<file path="src/rtl/wb_trace_tx_pkg.sv">
// ---------------------------------------------------------------------------
// trace_pkg
// Shared constants and types for the writeback trace transmitter:
//   - frame layout (byte count, header bit positions)
//   - FSM state encoding
//   - FIFO entry layout {rd, data}
//   - header byte builder
// ---------------------------------------------------------------------------
package trace_pkg;

    localparam int FRAME_BYTES  = 5;
    localparam int HDR_SYNC_BIT = 7;
    localparam int HDR_DROP_BIT = 6;

    localparam int ENTRY_RD_W   = 5;
    localparam int ENTRY_DATA_W = 32;

    typedef enum logic [1:0] {
        IDLE    = 2'd0,
        REQ     = 2'd1,
        WAIT_LO = 2'd2
    } tx_state_e;

    typedef struct packed {
        logic [ENTRY_RD_W-1:0]   rd;
        logic [ENTRY_DATA_W-1:0] data;
    } trace_entry_t;

    // One header byte followed by the data bytes, LSB first.
    function automatic int frame_bytes(input int data_w);
        return 1 + data_w / 8;
    endfunction

    // Header: bit7 always set so the host can resync, bit6 flags lost
    // events, bit5 reserved zero, bits4:0 carry the register index.
    function automatic logic [7:0] make_header(input logic [4:0] rd,
                                               input logic       drop);
        logic [7:0] hdr;
        hdr               = {3'b000, rd};
        hdr[HDR_SYNC_BIT] = 1'b1;
        hdr[HDR_DROP_BIT] = drop;
        return hdr;
    endfunction

endpackage

</file>
<file path="src/rtl/wb_trace_tx_if.sv">
// ---------------------------------------------------------------------------
// wb_trace_tx_if
// Bundles the writeback capture inputs and the byte-serial host handshake.
//   wb_valid/wb_rd/wb_data : writeback event from the CPU
//   tx_ack                 : host acknowledge (asynchronous)
//   tx_byte/tx_strobe/tx_sof : frame byte, byte-valid request, header marker
// master = CPU/host side, slave = the transmitter.
// ---------------------------------------------------------------------------
interface wb_trace_tx_if #(
    parameter int RD_W   = 5,
    parameter int DATA_W = 32
);
    logic              wb_valid;
    logic [RD_W-1:0]   wb_rd;
    logic [DATA_W-1:0] wb_data;
    logic              tx_ack;
    logic [7:0]        tx_byte;
    logic              tx_strobe;
    logic              tx_sof;

    modport master (
        output wb_valid, wb_rd, wb_data, tx_ack,
        input  tx_byte, tx_strobe, tx_sof
    );

    modport slave (
        input  wb_valid, wb_rd, wb_data, tx_ack,
        output tx_byte, tx_strobe, tx_sof
    );
endinterface

</file>
<file path="src/rtl/wb_trace_tx_fifo.sv">
// ---------------------------------------------------------------------------
// trace_fifo
// Synchronous first-word-fall-through FIFO, DEPTH x WIDTH.
//   push/wr_data : write when not full, or when full and popping this cycle
//   pop/rd_data  : rd_data shows the head entry; pop advances it
//   full/empty/count : occupancy status
// DEPTH must be a power of two so the pointers wrap naturally.
// ---------------------------------------------------------------------------
module trace_fifo #(
    parameter int DEPTH = 4,
    parameter int WIDTH = 37
) (
    input  logic                     clk,
    input  logic                     rst_n,
    input  logic                     push,
    input  logic [WIDTH-1:0]         wr_data,
    input  logic                     pop,
    output logic [WIDTH-1:0]         rd_data,
    output logic                     full,
    output logic                     empty,
    output logic [$clog2(DEPTH):0]   count
);
    localparam int AW = $clog2(DEPTH);

    logic [WIDTH-1:0] mem [DEPTH];
    logic [AW-1:0]    wr_ptr;
    logic [AW-1:0]    rd_ptr;
    logic             do_push;
    logic             do_pop;

    assign full    = (count == (AW+1)'(DEPTH));
    assign empty   = (count == '0);
    assign do_pop  = pop & ~empty;
    // Full-and-popping still accepts: the slot being read frees this edge.
    assign do_push = push & (~full | do_pop);
    assign rd_data = mem[rd_ptr];

    always_ff @(posedge clk) begin
        if (do_push) begin
            mem[wr_ptr] <= wr_data;
        end
    end

    always_ff @(posedge clk or negedge rst_n) begin
        if (!rst_n) begin
            wr_ptr <= '0;
            rd_ptr <= '0;
            count  <= '0;
        end else begin
            if (do_push) begin
                wr_ptr <= wr_ptr + 1'b1;
            end
            if (do_pop) begin
                rd_ptr <= rd_ptr + 1'b1;
            end
            case ({do_push, do_pop})
                2'b10:   count <= count + 1'b1;
                2'b01:   count <= count - 1'b1;
                default: count <= count;
            endcase
        end
    end

endmodule

</file>
<file path="src/rtl/wb_trace_tx.sv">
// ---------------------------------------------------------------------------
// wb_trace_tx
// Captures register-file writebacks into a small FIFO and sends each one to
// an external host as a 5-byte frame over an 8-bit req/ack byte port.
//   clk, rst_n : system clock, asynchronous active-low reset
//   ena        : enables capture only; queued events still drain
//   bus        : writeback inputs, host ack in, tx byte/strobe/sof out
//   overflow   : sticky, an event was dropped since reset
//   busy       : FIFO non-empty or a frame in flight (one cycle lag)
//
// state   | meaning
// --------+------------------------------------------------------------
// IDLE    | no frame; pop the FIFO head into the frame register
// REQ     | raise tx_strobe with tx_byte stable, wait for ack_s high
// WAIT_LO | strobe low, wait for ack_s low, then next byte or IDLE
// ---------------------------------------------------------------------------
module wb_trace_tx
    import trace_pkg::*;
#(
    parameter int DEPTH  = 4,
    parameter int DATA_W = 32,
    parameter int RD_W   = 5
) (
    input  logic         clk,
    input  logic         rst_n,
    input  logic         ena,
    wb_trace_tx_if.slave bus,
    output logic         overflow,
    output logic         busy
);
    localparam int ENTRY_W = RD_W + DATA_W;
    localparam int NBYTES  = frame_bytes(DATA_W);
    localparam int IDX_W   = $clog2(NBYTES);
    localparam int CNT_W   = $clog2(DEPTH) + 1;

    localparam logic [1:0] ST_IDLE    = IDLE;
    localparam logic [1:0] ST_REQ     = REQ;
    localparam logic [1:0] ST_WAIT_LO = WAIT_LO;

    localparam logic [IDX_W-1:0] LAST_IDX = IDX_W'(NBYTES - 1);

    logic               ack_meta;
    logic               ack_s;
    logic [1:0]         state;
    logic [IDX_W-1:0]   byte_idx;
    logic [DATA_W-1:0]  frame_data;
    logic               drop_flag;
    logic [7:0]         tx_byte_q;
    logic               tx_strobe_q;
    logic               tx_sof_q;

    logic               capture;
    logic               drop;
    logic               fifo_push;
    logic               fifo_pop;
    logic               fifo_full;
    logic               fifo_empty;
    logic [CNT_W-1:0]   fifo_count;
    logic [ENTRY_W-1:0] fifo_wr_data;
    logic [ENTRY_W-1:0] fifo_rd_data;

    assign capture      = bus.wb_valid & ena & (bus.wb_rd != '0);
    assign fifo_pop     = (state == ST_IDLE) & ~fifo_empty;
    assign fifo_push    = capture & (~fifo_full | fifo_pop);
    assign drop         = capture & fifo_full & ~fifo_pop;
    assign fifo_wr_data = {bus.wb_rd, bus.wb_data};

    trace_fifo #(
        .DEPTH (DEPTH),
        .WIDTH (ENTRY_W)
    ) u_fifo (
        .clk     (clk),
        .rst_n   (rst_n),
        .push    (fifo_push),
        .wr_data (fifo_wr_data),
        .pop     (fifo_pop),
        .rd_data (fifo_rd_data),
        .full    (fifo_full),
        .empty   (fifo_empty),
        .count   (fifo_count)
    );

    always_ff @(posedge clk or negedge rst_n) begin
        if (!rst_n) begin
            ack_meta <= 1'b0;
            ack_s    <= 1'b0;
        end else begin
            ack_meta <= bus.tx_ack;
            ack_s    <= ack_meta;
        end
    end

    always_ff @(posedge clk or negedge rst_n) begin
        if (!rst_n) begin
            state       <= ST_IDLE;
            byte_idx    <= '0;
            frame_data  <= '0;
            drop_flag   <= 1'b0;
            tx_byte_q   <= 8'h00;
            tx_strobe_q <= 1'b0;
            tx_sof_q    <= 1'b0;
            overflow    <= 1'b0;
            busy        <= 1'b0;
        end else begin
            busy <= (state != ST_IDLE) | (fifo_count != '0);

            case (state)
                ST_IDLE: begin
                    if (!fifo_empty) begin
                        tx_byte_q  <= make_header(5'(fifo_rd_data[ENTRY_W-1 -: RD_W]),
                                                  drop_flag);
                        drop_flag  <= 1'b0;
                        frame_data <= fifo_rd_data[DATA_W-1:0];
                        byte_idx   <= '0;
                        state      <= ST_REQ;
                    end
                end
                ST_REQ: begin
                    // First REQ cycle only raises the strobe, so tx_byte has
                    // been stable for a full cycle before the host sees it.
                    if (!tx_strobe_q) begin
                        tx_strobe_q <= 1'b1;
                        tx_sof_q    <= (byte_idx == '0);
                    end else if (ack_s) begin
                        tx_strobe_q <= 1'b0;
                        tx_sof_q    <= 1'b0;
                        state       <= ST_WAIT_LO;
                    end
                end
                ST_WAIT_LO: begin
                    if (!ack_s) begin
                        if (byte_idx == LAST_IDX) begin
                            state <= ST_IDLE;
                        end else begin
                            byte_idx   <= byte_idx + 1'b1;
                            tx_byte_q  <= frame_data[7:0];
                            frame_data <= frame_data >> 8;
                            state      <= ST_REQ;
                        end
                    end
                end
                default: begin
                    state       <= ST_IDLE;
                    tx_strobe_q <= 1'b0;
                    tx_sof_q    <= 1'b0;
                end
            endcase

            // A drop can only happen when no pop occurs, so it never races
            // with the header load clearing the flag.
            if (drop) begin
                drop_flag <= 1'b1;
                overflow  <= 1'b1;
            end
        end
    end

    assign bus.tx_byte   = tx_byte_q;
    assign bus.tx_strobe = tx_strobe_q;
    assign bus.tx_sof    = tx_sof_q;

endmodule

</file>
<file path="src/flat_wrapper.sv">
// flat-port wrapper written by rule: the top's interface ports become plain ports
module wb_trace_tx_flat import trace_pkg::*;
#(
    parameter int DEPTH  = 4,
    parameter int DATA_W = 32,
    parameter int RD_W   = 5
)
  (clk, rst_n, ena, overflow, busy, bus_wb_valid, bus_wb_rd, bus_wb_data, bus_tx_ack, bus_tx_byte, bus_tx_strobe, bus_tx_sof);
  wb_trace_tx_if #(.RD_W(RD_W), .DATA_W(DATA_W)) bus_i ();
  input  logic clk;
  input  logic rst_n;
  input  logic ena;
  output logic overflow;
  output logic busy;
  input wire logic [$bits(bus_i.wb_valid)-1:0] bus_wb_valid;
  input wire logic [$bits(bus_i.wb_rd)-1:0] bus_wb_rd;
  input wire logic [$bits(bus_i.wb_data)-1:0] bus_wb_data;
  input wire logic [$bits(bus_i.tx_ack)-1:0] bus_tx_ack;
  output wire logic [$bits(bus_i.tx_byte)-1:0] bus_tx_byte;
  output wire logic [$bits(bus_i.tx_strobe)-1:0] bus_tx_strobe;
  output wire logic [$bits(bus_i.tx_sof)-1:0] bus_tx_sof;
  assign bus_i.wb_valid = bus_wb_valid;
  assign bus_i.wb_rd = bus_wb_rd;
  assign bus_i.wb_data = bus_wb_data;
  assign bus_i.tx_ack = bus_tx_ack;
  assign bus_tx_byte = bus_i.tx_byte;
  assign bus_tx_strobe = bus_i.tx_strobe;
  assign bus_tx_sof = bus_i.tx_sof;
  wb_trace_tx #(.DEPTH(DEPTH), .DATA_W(DATA_W), .RD_W(RD_W)) u_core (.clk(clk), .rst_n(rst_n), .ena(ena), .bus(bus_i), .overflow(overflow), .busy(busy));
endmodule
</file>
<file path="config.mk">
export PLATFORM = sky130hd
export DESIGN_NAME = wb_trace_tx_flat
export DESIGN_NICKNAME = d
export VERILOG_FILES = /design/src/rtl/wb_trace_tx_pkg.sv /design/src/rtl/wb_trace_tx_if.sv /design/src/rtl/wb_trace_tx_fifo.sv /design/src/rtl/wb_trace_tx.sv /design/src/flat_wrapper.sv
export SDC_FILE = /design/constraint.sdc
export NUM_CORES = 1
export LEC_CHECK = 0
export ABC_AREA = 1
export CORE_UTILIZATION = 32
export DETAILED_ROUTE_END_ITERATION = 8
export PLACE_DENSITY = 0.48
export SETUP_SLACK_MARGIN = 0.5
export SYNTH_ARGS = -nofsm -noshare
export SYNTH_HDL_FRONTEND = slang
export SYNTH_HIERARCHICAL = 1
export SYNTH_SLANG_ARGS = --single-unit
</file>
<file path="constraint.sdc">
create_clock -name clk -period 3.9 [get_ports clk]
set_input_delay 0.78 -clock clk [delete_from_list [all_inputs] [get_ports clk]]
set_output_delay 0.78 -clock clk [all_outputs]
set_load 0.01 [all_outputs]
</file>
Word-level counts from Yosys, hierarchy flattened:

Memories as Yosys holds them, arrays and structs flattened.
Index checks and enable logic that the tools add are counted.

* flip-flop bits (word level): 59
* bits in writable memories: 148
* input bits: 42
* output and inout bits: 12
* memories kept: 1

Memories
* u_core.u_fifo.mem: words 4, width 37, read ports 1, clocked after memory_dff 0, wr ports 1, line wb_trace_tx_fifo.sv:25 `logic [WIDTH-1:0] mem [DEPTH];`

* add/subtract/negate cells: 5
* equality and inequality tests: 13
* multiplexer cells: 30
* bitwise operators: 15
* reductions and logical operators: 14

Operators by type and width (count)
* $mux 32: 3
* $pmux 32 s2: 1
* $mux 8: 3
* $pmux 8 s2: 1
* $pmux 3 s2: 2
* $mux 1: 10
* $mux 3: 3
* $and 1x1->1: 8
* $mux 2: 4
* $reduce_and 4->1: 2
* $reduce_bool 2->1: 4
* $add 3x1->3 const B: 2
* $eq 3x3->1 const B: 2
* $logic_not 3->1: 2
* $ne 2x1->1 const B: 3
* $ne 2x2->1 const B: 3
* $pmux 2 s3: 1
* $reduce_bool 5->1: 1
* $add 2x1->2 const B: 2
* $eq 2x1->1 const B: 2
* $eq 2x2->1 const B: 2
* $not 1->1: 4
* $pmux 1 s2: 2
* $reduce_and 2->1: 2
* other kinds (6): 8

Depth between registers and ports, before layout:

Gate-level depths: netlist of the first run.

* word-level depth: 8
* gate-level depth with buffers: 17
* depth with buffers taken out: 17

Cells and area by module:

The synthesis of the first run kept the hierarchy.

Modules (own cells, without submodules)
* trace_fifo: times used 1, cells an instance 459, area an instance 6100.9 um^2, sequential area each 4619.4 um^2
* wb_trace_tx: times used 1, cells an instance 353, area an instance 2755.1 um^2, sequential area each 1301.2 um^2

Worst setup path after synthesis of the first run:

OpenSTA, ideal clock, no wires.

* path type: input -> register
* start: input port bus_wb_rd[3]
* end: memory u_core.u_fifo.mem[0][0], enable pin
* setup time: 0.431 ns
* arrival: 2.804 ns
* required time: 3.469 ns
* path slack: 0.665 ns
* stages: 6
* path buffers: 0
* path through: nor3_1 > nand2_1 > nand2_1 > nor2_1 > nand2_1 > nor2_1

* word-level cells in the longest chain between the ends: 6

Ends and longest elaborated chain
* from (decl): line flat_wrapper.sv:16 `input wire logic [$bits(bus_i.wb_rd)-1:0] bus_wb_rd;`
* $reduce_bool 5->1: line wb_trace_tx.sv:62 `assign capture = bus.wb_valid & ena & (bus.wb_rd != '0);`
* $and 1x1->1: line wb_trace_tx.sv:62
* $and 1x1->1: line wb_trace_tx.sv:64 `assign fifo_push = capture & (~fifo_full | fifo_pop);`
* via u_core.fifo_push: line wb_trace_tx.sv:54 `logic fifo_push;`
* $and 1x1->1: line wb_trace_tx_fifo.sv:35 `assign do_push = push & (~full | do_pop);`
* $mux 1: line wb_trace_tx_fifo.sv:39 `if (do_push) begin`
* $mux 1 (not written as such): line wb_trace_tx_fifo.sv:40 `mem[wr_ptr] <= wr_data;`
* to (decl): line wb_trace_tx_fifo.sv:25

The timed path passes the listed nets, and every way through them passes these cells.

Final worst setup path of the first run:

* start: register u_core.u_fifo.count[0]
* end: register u_core.u_fifo.count[2]

* word-level cells in the longest chain between the ends: 8
* elaborated cells between the ends (all ways): 16

Ends and longest elaborated chain
* from (decl): line wb_trace_tx_fifo.sv:21 `output logic [$clog2(DEPTH):0] count`
* from (signal assigned): line wb_trace_tx_fifo.sv:57 `2'b10: count <= count + 1'b1;`
* from (signal assigned): line wb_trace_tx_fifo.sv:58 `2'b01: count <= count - 1'b1;`
* from (signal assigned): line wb_trace_tx_fifo.sv:59 `default: count <= count;`
* $logic_not 3->1 *: line wb_trace_tx_fifo.sv:32 `assign empty = (count == '0);`
* via u_core.fifo_empty: line wb_trace_tx.sv:57 `logic fifo_empty;`
* $not 1->1 *: line wb_trace_tx.sv:63 `assign fifo_pop = (state == ST_IDLE) & ~fifo_empty;`
* $and 1x1->1 *: line wb_trace_tx.sv:63
* via u_core.fifo_pop: line wb_trace_tx.sv:55 `logic fifo_pop;`
* $or 1x1->1 or $and 1x1->1 (tied branches): line wb_trace_tx.sv:64, wb_trace_tx_fifo.sv:33
* $and 1x1->1 or $or 1x1->1 (tied branches): line wb_trace_tx.sv:64, wb_trace_tx_fifo.sv:35
* $and 1x1->1: line wb_trace_tx_fifo.sv:35
* $eq 2x1->1 or $eq 2x2->1 (tied branches): line wb_trace_tx_fifo.sv:56 `case ({do_push, do_pop})`
* $pmux 3 s2 or $reduce_bool 2->1 (tied branches)

The timed path passes the listed nets; every way through them passes the cells marked *.
A chain may end at the register's enable or synchronous reset.

==> results of run 1 <==
sequential cells by signal (all words and copies together) (netlist names), 2 cells and up:
register / flops
u_core/u_fifo/wr_ptr: 2
u_core/state: 2
u_core/frame_data: 32
u_core/u_fifo/mem: 148
u_core/bus.tx_byte: 8
u_core/u_fifo/rd_ptr: 2
u_core/u_fifo/count: 3
u_core/byte_idx: 3
logic make-up after synthesis:
logic type / Yosys count / synth area share
XOR/XNOR: 2 / 0.00198
buffers and inverters: 113 / 0.0660
flip-flops: 207 / 0.669
AND/OR/NAND/NOR: 292 / 0.131
AO/OA/AOI/OAI: 190 / 0.120
adder cells (fa/ha/maj): 8 / 0.0121
critical path, delay by kind of cell (launching register included):
kind,cells,cell delay (ps)
and+or+nand+nor,9,900
DFF,1,430
adders and majority gates,2,530
buffers and inverters,5,630
synthesized netlist by cell type (all sizes together):
library cell	count
dfrtp	59
nand3	11
fa	1
nor2	125
buf	39
nand4	2
o21ai	146
xnor2	2
clkinv	1
nor3	3
a21oi	1
edfxtp	148
o21bai	43
inv	69
nand2	151
clkbuf	4
ha	7
worst max path at each step:
stage / startpoint / to / slack, ps / cells after the start
3_5_place_dp: bus_wb_rd[3] / u_core/u_fifo/count[2] / 990 / 13
6_report: u_core/u_fifo/count[0] / u_core/u_fifo/count[2] / 1290 / 16
5_1_grt: u_core/u_fifo/count[0] / u_core/u_fifo/count[2] / 1020 / 16
3_3_place_gp: bus_wb_rd[3] / u_core/u_fifo/count[2] / 990 / 13
2_1_floorplan: bus_wb_rd[3] / u_core/u_fifo/mem[0][0] / 660 / 6
4_1_cts: u_core/u_fifo/count[0] / u_core/u_fifo/count[2] / 1310 / 16
metrics by stage:
stage	utilization	total power [mW]	hold WS, ps	setup WS [ps]	area [um^2]
6_report	0.387	7.93	332	1290	10500
5_1_grt	0.387	8.52	376	1020	10500
4_1_cts	0.387	8.06	340	1310	10500
3_5_place_dp	0.358	5.82	346	993	9670
3_3_place_gp	0.358	5.80	343	992	9670
2_1_floorplan	-	5.06	331	665	8860
final cells by class:
class / count / area (um^2)
inverters: 70 / 265
multi-input cells: 492 / 2380
clock inverters: 19 / 153
repair buffers: 65 / 678
clock buffers: 26 / 629
flip-flops and latches: 207 / 5920
fillers: 2645 / 16600
well taps: 341 / 427
routing by layer:
layer,vias up,share of wire
li1,2811,-
met1,2674,0.48
met2,76,0.47
met3,32,0.033
met4,0,0.016
met5,-,0
power groups by stage:
stage | Sequential [mW] | Combinational, mW | Clock [mW]
finish | 3.02 | 2.72 | 2.20
CTS | 3.02 | 2.77 | 2.27
global placement | 3.06 | 2.74 | 0
floorplan | 3.00 | 2.06 | 0
global route | 3.07 | 3.09 | 2.36
detailed placement | 3.06 | 2.75 | 0
==> results_dict.tcl, run 1 <==
set metrics [dict create \
    outcome "finished clean" \
    core_region_area_um2 27000 \
    pwr-share-seq 0.380 \
    hpwl_mm 11.2 \
    tns_ps 0 \
    portBuffers 53 \
    ctsHoldBuffers 0 \
    use_met2 0.232 \
    die_area_um2 28300 \
    overflow 0 \
    die_w_um 168 \
    final_nets 911 \
    p_per_area_nw_per_um2 759 \
    drive_above_1_share 0.0785 \
    grtUsageMet1 0.189 \
    place.gp.congestion 0.732 \
    grt_use_total 0.139 \
    p_int_mw 5.04 \
    grt_max_degree 65 \
    path_class "flop to flop" \
    drt-total-wl_mm 19.3 \
    r2r_end "u_core/u_fifo/count[2]" \
    use_met3 0.0219 \
    layoutNonFillerInstCount 1220 \
    worst_setup_path_start_kind "flop" \
    critPathArrivalTime_ps 3010 \
    fmax_ghz 0.383 \
    crit_fanout 12 \
    rows 60 \
    p_sw_frac 0.365 \
    fp.dieH_um 168 \
    syn_inst 812 \
    leakage_nw 4.19 \
    ir_drop_v 0.000318 \
    combPwrFrac 0.343 \
    clk_latency_ps 510 \
    r2r_start "u_core/u_fifo/count[0]" \
    setup_viol 0 \
    cts_made_buffers 25 \
    start_util 0.328 \
    grt_setup_unrepaired "no" \
    slew_viol_final 0 \
    post_cts_buffers 0 \
    final_antenna_net_count 0 \
    slowest_delay_ps 430 \
    worst_slew_pin_slew_ps 1050 \
    cts-root-buf "clkbuf_16" \
    slew_headroom 0.296 \
    clock_skew_ps 11.3 \
    path_cells "nor2_1 > nand2_1 > inv_1 > inv_1 > nand2_1 > clkinv_1 > inv_1 > nand3_1 > nand2_1 > ha_1 > inv_1 > fa_1 > nand2_1 > nand3_1 > nand2_1 > nand2_1" \
    synth_top_area_frac 0.502 \
    syn-num-nets 862 \
    grt_pass1_wl_mm 30.5 \
    timing.final.crit_share 0.669 \
    clkTransAtPathRegs_ps 60 \
    firstDrtPassIters 5 \
    maxCapViolations 0 \
    grt_pass1_vias 5396 \
    ys_ff_latch 207 \
    layout_common_cells "nand2_1, edfxtp_1, nor2_1, o21ai_1, o21ai_0" \
    drcViolationCount 0 \
    switchingPower_mw 2.89 \
    wl_per_cell_um 15.8 \
    cts_sinks 207 \
    cts_resized 0 \
    ys_warn_count 6 \
    top_usage_layer "met2" \
    seq_area_frac_synth 0.669 \
    io_pins 54 \
    min_period_ps 2610 \
    min_path_type "input pin to async pin" \
    hold_viol_final 0 \
    synth.avg_cell_area_um2 10.9 \
    cts_tree "done" \
    viasPerCell 4.58 \
    dp.cells 1175 \
    n_antenna_cell 0 \
    antenna_found_initial 0 \
    drt_iter0_drc 407 \
    critPathCaptureType "flop" \
    synth_area_leader_cell "edfxtp_1" \
    crit_top_cell "nand2_1" \
    cts_max_path_buffers 3 \
    areaGrowthSynthToFinish_pct 18.1 \
    worstPathRequired_ps 4300 \
    clock_power_share 0.277 \
    htreeDepth 1 \
    vias 5593 \
    synth_cell_type_count 30 \
    synthTopCellsByArea "edfxtp_1, dfrtp_1, nand2_1" \
    cp_slowest_cell "dfrtp_1" \
    r2r_slack_ps 1290 \
    synth_area_um2 8860 \
    reg2regPathDepth 16 \
]
No activity file was read; power rests on OpenSTA's default activity.
==> run 2, diff against run 1 <==
- clock period: 3.9 -> 2.5 ns (I/O delays scaled with it)
==> results_dict.tcl, run 2 (synthesized netlist as in run 1, its figures left out) <==
set metrics [dict create \
    outcome "finished clean" \
    worstPathRequired_ps 2900 \
    worst_setup_path_start_kind "flop" \
    drive_above_1_share 0.120 \
    areaGrowthSynthToFinish_pct 22.6 \
    crit_fanout 4 \
    fp.dieH_um 168 \
    place_ws_ps 21.2 \
    layoutNonFillerInstCount 1248 \
    final_common_cell "edfxtp_1" \
    fmax_ghz 0.499 \
    setup_ws_ps 497 \
    viasPerCell 4.57 \
    power_mw 12.7 \
    grt_setup_unrepaired "yes" \
    leakage_nw 4.36 \
    utilization 0.402 \
    n_antenna_cell 0 \
    wl_met3_um 586 \
    clock_skew_ps 20.3 \
    grt_max_degree 77 \
    tns_ps 0 \
    cts-root-buf "clkbuf_16" \
    ir_drop_v 0.000465 \
    die_w_um 168 \
    hold_viol_final 0 \
    worst_slew_pin_slew_ps 496 \
    drcViolationCount 0 \
    cp_slowest_cell "dfrtp_2" \
    drt_iter0_drc 377 \
    io_pins 54 \
    hpwl_mm 11.9 \
    path_class "flop to flop" \
    p_per_area_nw_per_um2 1170 \
    final_nets 940 \
    dp.cells 1190 \
    cts_sinks 207 \
    layout_common_cells "edfxtp_1, nand2_1, nor2_1, o21ai_1, o21ai_0" \
    min_period_ps 2000 \
    maxCapViolations 0 \
    met1_length_mm 9.82 \
    slowest_delay_ps 430 \
    timing.final.crit_share 0.801 \
    drt-total-wl_mm 20.0 \
    setup_viol 0 \
    path_cells "buf_4 > nor3_4 > inv_1 > a21oi_4 > nor2_4 > nand2_8 > ha_4 > inv_2 > fa_2 > nand2_2 > nand3_1 > nand2_1 > nand2_1" \
    slew_headroom 0.669 \
    max_flop_register "u_core/u_fifo/mem" \
    die_area_um2 28300 \
    routed.top_layer "met4" \
    grt_pass1_wl_mm 31.6 \
    clkTransAtPathRegs_ps 60 \
    wl_per_cell_um 16.0 \
    critPathCaptureType "flop" \
    hold_slack_ps 349 \
    slew_viol_final 0 \
    grt_use_total 0.143 \
    core_region_area_um2 27000 \
    antenna_found_initial 0 \
    place_area_um2 9970 \
    portBuffers 53 \
    cts_max_path_buffers 3 \
    critPathArrivalTime_ps 2400 \
    vias 5709 \
    overflow 0 \
    final_antenna_net_count 0 \
    postLayoutCellArea_um2 10900 \
    grt_pass1_vias 5490 \
    clk_latency_ps 530 \
    min_path_type "flop to flop" \
    cts_tree "done" \
    place.gp.congestion 0.710 \
    rows 60 \
    cts_made_buffers 23 \
    htreeDepth 1 \
    wl_met2_mm 9.10 \
    largest_reg_flops 148 \
    firstDrtPassIters 4 \
    crit_top_cell "nand2_1" \
    start_util 0.328 \
]
==> run 2: layer usage <==
metal / track usage / vias to the layer above
met5: 0 / -
met4: 0.0360 / 0
met3: 0.0197 / 32
met2: 0.218 / 82
met1: 0.213 / 2714
li1: - / 2881
==> run 2: path summary, 6_finish.rpt <==
check / slack [ps] / endpoint / start / cells past startpoint
setup / recovery: 500 / u_core/u_fifo/count[2] / u_core/u_fifo/count[0] / 13
hold / removal: 350 / u_core/ack_s / u_core/ack_meta / 0
setup reg to reg: 500 / u_core/u_fifo/count[2] / u_core/u_fifo/count[0] / 13
hold reg to reg: 350 / u_core/ack_s / u_core/ack_meta / 0
max in group asynchronous: 1680 / u_core/state[1] / rst_n / 3
min in group asynchronous: 520 / u_core/u_fifo/count[1] / rst_n / 3
==> run 2: worst max-delay path: cells and delay by family, from the launching register on <==
family                   cells  cell delay, ps
flip-flops                   1             430
adder cells (fa/ha/maj)      2             460
buffers and inverters        3             280
AND/OR/NAND/NOR              7             560
AO/OA/AOI/OAI                1             150
==> run 2: cell type report <==
cell class,instances,area [um^2]
clock buffer,36,644
clock inverter,6,68.8
fill,2678,16200
inverter,70,273
multi-input combinational,492,2470
sequential,207,5930
tap,341,427
timing repair buffer,96,1050
==> run 2: repair_timing <==
item                       CTS  global route
gates cloned                 0             2
pin swaps                    2             4
resized for setup            7             6
hold buffers                 1             0
hold endpoints to repair     2             0
setup buffers                7             6
setup endpoints to repair  151            34
==> run 2: report_power, final <==
part           internal [mW]  switching, mW  total (mW)
Clock                   1.88           1.34        3.22
Sequential              4.39          0.247        4.64
Combinational           1.81           3.04        4.85
==> run 3, diff against run 2 <==
- clock period: 2.5 -> 2.1 ns (I/O delays scaled with it)
==> results_dict.tcl, run 3 (synthesized netlist as in run 1, its figures left out) <==
set metrics [dict create \
    outcome "finished clean" \
    cts_max_path_buffers 3 \
    slowest_delay_ps 370 \
    crit_top_cell "buf_4" \
    worstPathRequired_ps 2340 \
    min_period_ps 1980 \
    die_area_um2 28300 \
    worst_slew_pin_slew_ps 343 \
    grt_max_degree 49 \
    io_pins 54 \
    crit_fanout 7 \
    hold_slack_ps 315 \
    critPathArrivalTime_ps 2220 \
    combPwrFrac 0.420 \
    p_sw_frac 0.358 \
    ir_drop_v 0.000603 \
    final_nets 983 \
    drt_iter0_drc 288 \
    grt_use_total 0.150 \
    leakage_nw 4.74 \
    maxCapViolations 0 \
    n_antenna_cell 0 \
    viasPerCell 4.61 \
    p_per_area_nw_per_um2 1420 \
    fillers 2563 \
    htreeDepth 1 \
    worst_setup_path_start_kind "flop" \
    rows 60 \
    power_mw 16.6 \
    path_cells "nor2_2 > buf_4 > buf_4 > buf_4 > buf_6 > nand3_4 > nand2_8 > buf_4 > nor2_4 > buf_12 > clkbuf_16" \
    clk_latency_ps 530 \
    drive_above_1_share 0.167 \
    setup_viol 0 \
    overflow 0 \
    final_antenna_net_count 0 \
    die_w_um 168 \
    wl_per_cell_um 16.8 \
    portBuffers 53 \
    critPathCaptureType "flop" \
    grt_pass1_vias 5756 \
    path_class "flop to flop" \
    antenna_found_initial 0 \
    crit_family "buffers and inverters" \
    cp_slowest_cell "dfrtp_1" \
    clkTransAtPathRegs_ps 60 \
    grt_setup_unrepaired "yes" \
    areaGrowthSynthToFinish_pct 31.7 \
    place.gp.congestion 0.732 \
    layout_common_cells "edfxtp_1, nand2_1, nor2_1, o21ai_1, o21ai_0" \
    hold_viol_final 0 \
    max_flop_register "u_core/u_fifo/mem" \
    cts_tree "done" \
    clock_skew_ps 24.5 \
    fp.dieH_um 168 \
    final_common_cell "edfxtp_1" \
    slew_viol_final 0 \
    start_util 0.328 \
    p_int_mw 10.7 \
    largest_reg_flops 148 \
    fmax_ghz 0.505 \
    hpwl_mm 12.7 \
    cts_sinks 207 \
    min_path_type "input pin to async pin" \
    clock_power_share 0.248 \
    core_region_area_um2 27000 \
    firstDrtPassIters 4 \
    cts-root-buf "clkbuf_16" \
    drcViolationCount 0 \
    timing.final.crit_share 0.943 \
    grt_pass1_wl_mm 33.1 \
    slew_headroom 0.771 \
    pwr-share-seq 0.332 \
    drt-total-wl_mm 21.8 \
    cts_made_buffers 24 \
    switchingPower_mw 5.93 \
    cp_num_buf_inv 7 \
    vias 5954 \
]
-- run 3: cell types whose count changed in the layout (fill, tap and decap cells not counted), moves of 3 or more --
| cell | before | now |
|---|---|---|
| clkdlybuf4s15_1 | 0 | 8 |
| buf_8 | 0 | 5 |
| clkbuf_16 | 24 | 32 |
| dfrtp_1 | 55 | 58 |
| buf_12 | 14 | 19 |
| o21ai_0 | 68 | 64 |
| dfrtp_2 | 4 | 1 |
| buf_16 | 0 | 6 |
| buf_6 | 1 | 9 |
| buf_4 | 26 | 35 |
| clkdlybuf4s50_1 | 51 | 40 |
-- run 3: layout make-up --
cell class              instances  area (um^2)  share of cell area
clock inverters                 8          120              0.0103
inverters                      70          278              0.0238
well taps                     341          427              0.0366
multi-input cells             494         2540               0.218
flip-flops and latches        207         5920               0.508
repair buffers                136         1700               0.146
clock buffers                  36          676              0.0579
-- run 3: power by group through the flow --
stage               Sequential (mW)  Clock (mW)  Combinational, mW
floorplan                      5.57           0               3.98
global placement               5.58           0               5.76
detailed placement             5.59           0               5.78
CTS                            5.52        4.23               6.59
global route                   5.59        4.42               7.72
finish                         5.51        4.11               6.96
-- run 3: what timing repair did --
| action | in CTS | in global routing |
|---|---|---|
| pin swaps | 13 | 5 |
| buffers inserted | 21 | 7 |
| gates resized for setup | 51 | 20 |
| hold buffers | 1 | 0 |
| gates cloned | 5 | 11 |
| setup endpoints to repair | 205 | 199 |
| hold endpoints to repair | 9 | 0 |
-- run 3: per-layer routing --
metal  global-route usage  vias to the layer above  part of all wire
li1                     -                     2972                 -
met1                0.210                     2845              0.48
met2                0.244                      116              0.47
met3               0.0223                       21             0.036
met4               0.0368                        0             0.013
met5                    0                        -                 0
-- run 3: worst paths after layout --
check / startpoint / to / slack [ps] / cells past startpoint
setup / recovery: u_core/u_fifo/count[0] / u_core/u_fifo/mem[2][28] / 120 / 11
min in group clk: bus_tx_ack / u_core/ack_meta / 350 / 1
max in group asynchronous: rst_n / u_core/frame_data[24] / 1150 / 3
hold reg to reg: u_core/ack_meta / u_core/ack_s / 350 / 0
hold / removal: rst_n / u_core/u_fifo/count[1] / 310 / 2
setup reg to reg: u_core/u_fifo/count[0] / u_core/u_fifo/mem[2][28] / 120 / 11
-- run 3: metrics by stage --
step	util	setup TNS [ps]	instances	instance area (um^2)	setup WS, ps
after floorplan	-	-40.1	812	8950	-21.5
after global placement	0.372	-33880	1203	10100	-273
after detailed placement	0.372	-37040	1203	10100	-299
after CTS	0.417	0	1274	11300	154
after global routing	0.432	0	1292	11700	31.5
final	0.432	0	1292	11700	119
